## src/rtl/uart_pkg.sv

```systemverilog
// Shared UART definitions: framing FSM states, counter sizing and baud divider helper.
// Used by both the transmitter and the receiver.
package uart_pkg;

    typedef enum logic [1:0] {
        StIdle,
        StStart,
        StData,
        StStop
    } uart_state_e;

    localparam int unsigned DataBits = 8;
    localparam int unsigned CntWidth = 16;
    localparam int unsigned IdxWidth = $clog2(DataBits);

    function automatic logic [CntWidth-1:0] clks_per_bit(input int unsigned clock_rate,
                                                         input int unsigned baud_rate);
        int unsigned q;
        q = clock_rate / baud_rate;
        return q[CntWidth-1:0];
    endfunction

endpackage

```

## src/rtl/uart_tx_fifo.sv

```systemverilog
// Transmit byte buffer: power-of-two depth, pointers carry one extra wrap bit.
// Read data is combinational from the head entry.
module uart_tx_fifo #(
    parameter int unsigned WIDTH = 8,
    parameter int unsigned DEPTH = 4
) (
    input  logic             clk_i,
    input  logic             rst_i,
    input  logic             push_i,
    input  logic [WIDTH-1:0] wdata_i,
    input  logic             pop_i,
    output logic [WIDTH-1:0] rdata_o,
    output logic             full_o,
    output logic             empty_o
);

    localparam int unsigned AW = $clog2(DEPTH);

    logic [AW:0]      wptr_q, wptr_d;
    logic [AW:0]      rptr_q, rptr_d;
    logic [WIDTH-1:0] mem_q [DEPTH];
    logic             do_push;
    logic             do_pop;

    always_comb begin
        empty_o = (wptr_q == rptr_q);
        full_o  = (wptr_q[AW] != rptr_q[AW]) && (wptr_q[AW-1:0] == rptr_q[AW-1:0]);
        // A push while full is dropped even if a pop frees a slot on the same edge.
        do_push = push_i && !full_o;
        do_pop  = pop_i && !empty_o;
        wptr_d  = do_push ? wptr_q + 1'b1 : wptr_q;
        rptr_d  = do_pop ? rptr_q + 1'b1 : rptr_q;
        rdata_o = mem_q[rptr_q[AW-1:0]];
    end

    always_ff @(posedge clk_i or posedge rst_i) begin
        if (rst_i) begin
            wptr_q <= '0;
            rptr_q <= '0;
        end else begin
            wptr_q <= wptr_d;
            rptr_q <= rptr_d;
        end
    end

    always_ff @(posedge clk_i) begin
        if (do_push) begin
            mem_q[wptr_q[AW-1:0]] <= wdata_i;
        end
    end

endmodule

```

## src/rtl/uart_tx.sv

```systemverilog
// 8N1 UART transmitter with a small input FIFO; frames are sent back-to-back
// while bytes are queued, and o_DONE pulses as each stop bit ends.
module uart_tx
    import uart_pkg::*;
#(
    parameter int unsigned CLOCK_RATE = 100000000,
    parameter int unsigned BAUD_RATE  = 9600,
    parameter int unsigned FIFO_DEPTH = 4
) (
    input  logic       i_CLK,
    input  logic       i_RST,
    input  logic       i_VALID,
    input  logic [7:0] i_DATA,
    output logic       o_READY,
    output logic       o_TX,
    output logic       o_BUSY,
    output logic       o_DONE
);

    localparam logic [CntWidth-1:0] ClksPerBit = clks_per_bit(CLOCK_RATE, BAUD_RATE);
    localparam logic [CntWidth-1:0] BitLast    = ClksPerBit - CntWidth'(1);

    uart_state_e         state_q, state_d;
    logic [CntWidth-1:0] cnt_q, cnt_d;
    logic [IdxWidth-1:0] idx_q, idx_d;
    logic [7:0]          shift_q, shift_d;
    logic                tx_q, tx_d;
    logic                done_q, done_d;

    logic       fifo_pop;
    logic [7:0] fifo_rdata;
    logic       fifo_full;
    logic       fifo_empty;
    logic       bit_end;

    uart_tx_fifo #(
        .WIDTH(8),
        .DEPTH(FIFO_DEPTH)
    ) u_fifo (
        .clk_i  (i_CLK),
        .rst_i  (i_RST),
        .push_i (i_VALID),
        .wdata_i(i_DATA),
        .pop_i  (fifo_pop),
        .rdata_o(fifo_rdata),
        .full_o (fifo_full),
        .empty_o(fifo_empty)
    );

    assign bit_end = (cnt_q == BitLast);

    always_comb begin
        state_d  = state_q;
        cnt_d    = cnt_q + CntWidth'(1);
        idx_d    = idx_q;
        shift_d  = shift_q;
        tx_d     = tx_q;
        done_d   = 1'b0;
        fifo_pop = 1'b0;

        unique case (state_q)
            StIdle: begin
                cnt_d = '0;
                if (!fifo_empty) begin
                    fifo_pop = 1'b1;
                    shift_d  = fifo_rdata;
                    tx_d     = 1'b0;
                    state_d  = StStart;
                end
            end
            StStart: begin
                if (bit_end) begin
                    cnt_d   = '0;
                    idx_d   = '0;
                    tx_d    = shift_q[0];
                    state_d = StData;
                end
            end
            StData: begin
                if (bit_end) begin
                    cnt_d = '0;
                    if (idx_q == IdxWidth'(DataBits - 1)) begin
                        tx_d    = 1'b1;
                        state_d = StStop;
                    end else begin
                        idx_d   = idx_q + IdxWidth'(1);
                        shift_d = {1'b0, shift_q[7:1]};
                        tx_d    = shift_q[1];
                    end
                end
            end
            StStop: begin
                if (bit_end) begin
                    cnt_d  = '0;
                    done_d = 1'b1;
                    // Chain straight into the next start bit so frames stay contiguous.
                    if (!fifo_empty) begin
                        fifo_pop = 1'b1;
                        shift_d  = fifo_rdata;
                        tx_d     = 1'b0;
                        state_d  = StStart;
                    end else begin
                        state_d = StIdle;
                    end
                end
            end
            default: begin
                cnt_d   = '0;
                tx_d    = 1'b1;
                state_d = StIdle;
            end
        endcase
    end

    always_ff @(posedge i_CLK or posedge i_RST) begin
        if (i_RST) begin
            state_q <= StIdle;
            cnt_q   <= '0;
            idx_q   <= '0;
            shift_q <= '0;
            tx_q    <= 1'b1;
            done_q  <= 1'b0;
        end else begin
            state_q <= state_d;
            cnt_q   <= cnt_d;
            idx_q   <= idx_d;
            shift_q <= shift_d;
            tx_q    <= tx_d;
            done_q  <= done_d;
        end
    end

    assign o_TX    = tx_q;
    assign o_DONE  = done_q;
    assign o_READY = !fifo_full;
    assign o_BUSY  = (state_q != StIdle) || !fifo_empty;

endmodule

```

## config.mk

```make
export PLATFORM = sky130hd
export DESIGN_NAME = uart_tx
export DESIGN_NICKNAME = d
export VERILOG_FILES = /design/src/rtl/uart_pkg.sv /design/src/rtl/uart_tx_fifo.sv /design/src/rtl/uart_tx.sv
export SDC_FILE = /design/constraint.sdc
export NUM_CORES = 1
export LEC_CHECK = 0
export ABC_AREA = 0
export BUFFER_PORTS_ARGS = -buffer_cell sky130_fd_sc_hd__clkbuf_2
export CORE_UTILIZATION = 43
export CTS_CLUSTER_DIAMETER = 150
export DETAILED_ROUTE_END_ITERATION = 10
export RECOVER_POWER = 25
export SLEW_MARGIN = 20
export SYNTH_ARGS = -nofsm -noshare
export SYNTH_HDL_FRONTEND = slang
export SYNTH_HIERARCHICAL = 1
export SYNTH_SLANG_ARGS = --single-unit
```

## constraint.sdc

```tcl
create_clock -name i_CLK -period 2.25 [get_ports i_CLK]
set_input_delay 0.225 -clock i_CLK [delete_from_list [all_inputs] [get_ports i_CLK]]
set_output_delay 0.225 -clock i_CLK [all_outputs]
set_load 0.005 [all_outputs]
```

==> flow_summary.json <==
{
  "grt_pass1_vias": 2019,
  "viasPerCell": 5.14,
  "finalSetupTns_ns": 0,
  "synth_seq_cells": 69,
  "holdWs_ns": 0.134,
  "max_slew_margin_pct": 51.8,
  "root_buffer": "clkbuf_8",
  "wl_mm": 5.57,
  "finalWorstSetupSlack_ns": 0.304,
  "start_util_pct": 44.1,
  "grt_usage_pct": 15.3,
  "vias": 1970,
  "layout.nets": 301,
  "cap_viol_max_count": 0,
  "critPathKind": "register to register",
  "fmax_mhz": 514,
  "power.leakage_nw": 1.52,
  "numCtsBuffers": 9,
  "power_density_nw_per_um2": 1270,
  "setup_viol": 0,
  "hold_violations": 0,
  "cp.arrival_ns": 2.17,
  "yosysSeqAreaShare_pct": 55.6,
  "route.antenna.remaining_nets": 0,
  "path_clk_slew_ns": 0.08,
  "routabilityCongestion": 0.784,
  "ys_types": 50,
  "drc": 0,
  "cp-start-kind": "register",
  "layout_min_cycle_time_ns": 1.95,
  "total_power_w": 0.00484,
  "yosys.area.top_type_share_pct": 28.3,
  "htree_num_levels": 3,
  "crit_path_end_kind": "register",
  "grt_max_degree": 32,
  "synth_edf_count": 32,
  "yosysTopAreaCell": "edfxtp_1",
  "postSynthAreaPerCell_um2": 13.6,
  "synthMostInstantiatedCell": "dfrtp_1",
  "ys_async_sr_fraction_pct": 53.6,
  "diodes": 0,
  "synthTopCellsByArea": "edfxtp_1, dfrtp_1, ha_1, xnor2_1, mux4_1",
  "status": "completed",
  "clock_path_buffers": 2,
  "finalCritPeriodShare_pct": 86.5,
  "drive_gt1_share_pct": 21.7,
  "dp_worst_setup_slack_ns": 0.162,
  "drtPass1Iterations": 4,
  "synth_common_cells": "dfrtp_1, edfxtp_1, nor2_1",
  "syn_area_um2": 3390,
  "antenna_found_initial": 0,
  "portBuffers": 14,
  "final_core_util_pct": 49.3,
  "die_h_um": 90.8,
  "syn2layout_area_growth_pct": 11.8,
  "grt_pass1_wl_mm": 9.63,
  "fp.dieW_um": 90.8,
  "tightest_slew_ns": 0.721,
  "fin_skew_ns": 0.0119,
  "dr.first_iter.drc_count": 40,
  "clock_sinks": 69,
  "overflow": 0,
  "rsz0062_at_grt": "false",
  "hp-class": "primary input to register",
  "ios": 15,
  "critPathMaxFanout": 8,
  "num_rows": 32,
  "syn_nets": 274,
  "required_ns": 2.48,
  "ir_drop_v": 0.000656,
  "synthCells": 249,
  "yosysWarningCount": 6,
  "routedWlPerCell_um": 14.5,
  "fillers": 696,
  "cts_tree": "yes",
  "core_area_um2": 7690,
  "slew_viol_final": 0,
  "worstSkewPairLatency_ns": 0.34,
  "hpwl_mm": 3.82,
  "ys.flop_type": "dfrtp_1",
  "die_area_um2": 8250
}
layout by cell type, fill, tap and decap left out, types with 8 or more instances in the layout:
master,n
inv_1,14
clkbuf_1,9
mux2_2,9
dfrtp_1,36
nor2_1,20
buf_4,9
xnor2_1,16
edfxtp_1,32
ha_1,14
nand2_1,9
clkbuf_8,9
mux2_4,8
kinds of logic after synthesis:
group,synth area share (%)
buffers and inverters,3.54
muxes,12.4
adders and majority gates,5.16
xor gates and xnor gates,6.12
AOI/OAI and AO/OA,6.20
DFF,55.6
and+or+nand+nor,11.0
per-layer routing:
metal / vias up / global-route usage [%] / wire length [um]
met4: 0 / 6.48 / 112
met2: 27 / 24.6 / 2680
met1: 964 / 18.9 / 2620
li1: 968 / - / -
met3: 11 / 5.13 / 157
met5: - / 0 / 0
state kept, by name, summed over array words and instances (netlist names):
name and flops:
u_fifo/mem_q 32, cnt_q 16, shift_q 8, idx_q 3, u_fifo/rptr_q 3, u_fifo/wptr_q 3, state_q 2, o_DONE 1
o_TX 1
through the flow:
stage,instance area [um^2],std cells
after floorplan,3390,249
after global placement,3590,366
after detailed placement,3590,366
after CTS,3800,383
after global routing,3790,383
final,3790,383
worst paths after layout:
kind                            from                  to  slack, ns  cells past startpoint
min in group asynchronous      i_RST    u_fifo/wptr_q[0]       0.33                      3
max in group asynchronous      i_RST                o_TX       1.43                      4
hold reg to reg                 o_TX                o_TX       0.49                      1
hold / removal             i_DATA[4]  u_fifo/mem_q[2][4]       0.13                      1
setup reg to reg            cnt_q[0]          shift_q[5]       0.30                      5
setup / recovery            cnt_q[0]          shift_q[5]       0.30                      5
report_power, final:
group | switching, W | internal, W
Sequential | 0.000216 | 0.00164
Combinational | 0.000956 | 0.00102
Clock | 0.000484 | 0.000519
critical path: stages, from the launching register on:
cell and delay [ns]:
dfrtp_1 0.39, ha_1 0.22, and3_1 0.23, and4_1 0.34, o221a_4 0.35, mux2_4 0.31
layout make-up:
type / count / area [um^2] / area share (%)
clock inverters: 6 / 70.1 / 1.85
clock buffers: 10 / 128 / 3.36
flip-flops and latches: 69 / 1890 / 49.8
well taps: 102 / 128 / 3.36
multi-input cells: 158 / 1390 / 36.6
inverters: 14 / 52.6 / 1.39
repair buffers: 24 / 138 / 3.63
timing repair:
action / CTS / global route
hold buffers: 1 / 0
endpoints found under the setup margin: 0 / 3
hold endpoints to repair: 36 / 0
buffers inserted: 0 / 0
resized for setup: 0 / 1
Power figures use the tool's default switching activity.
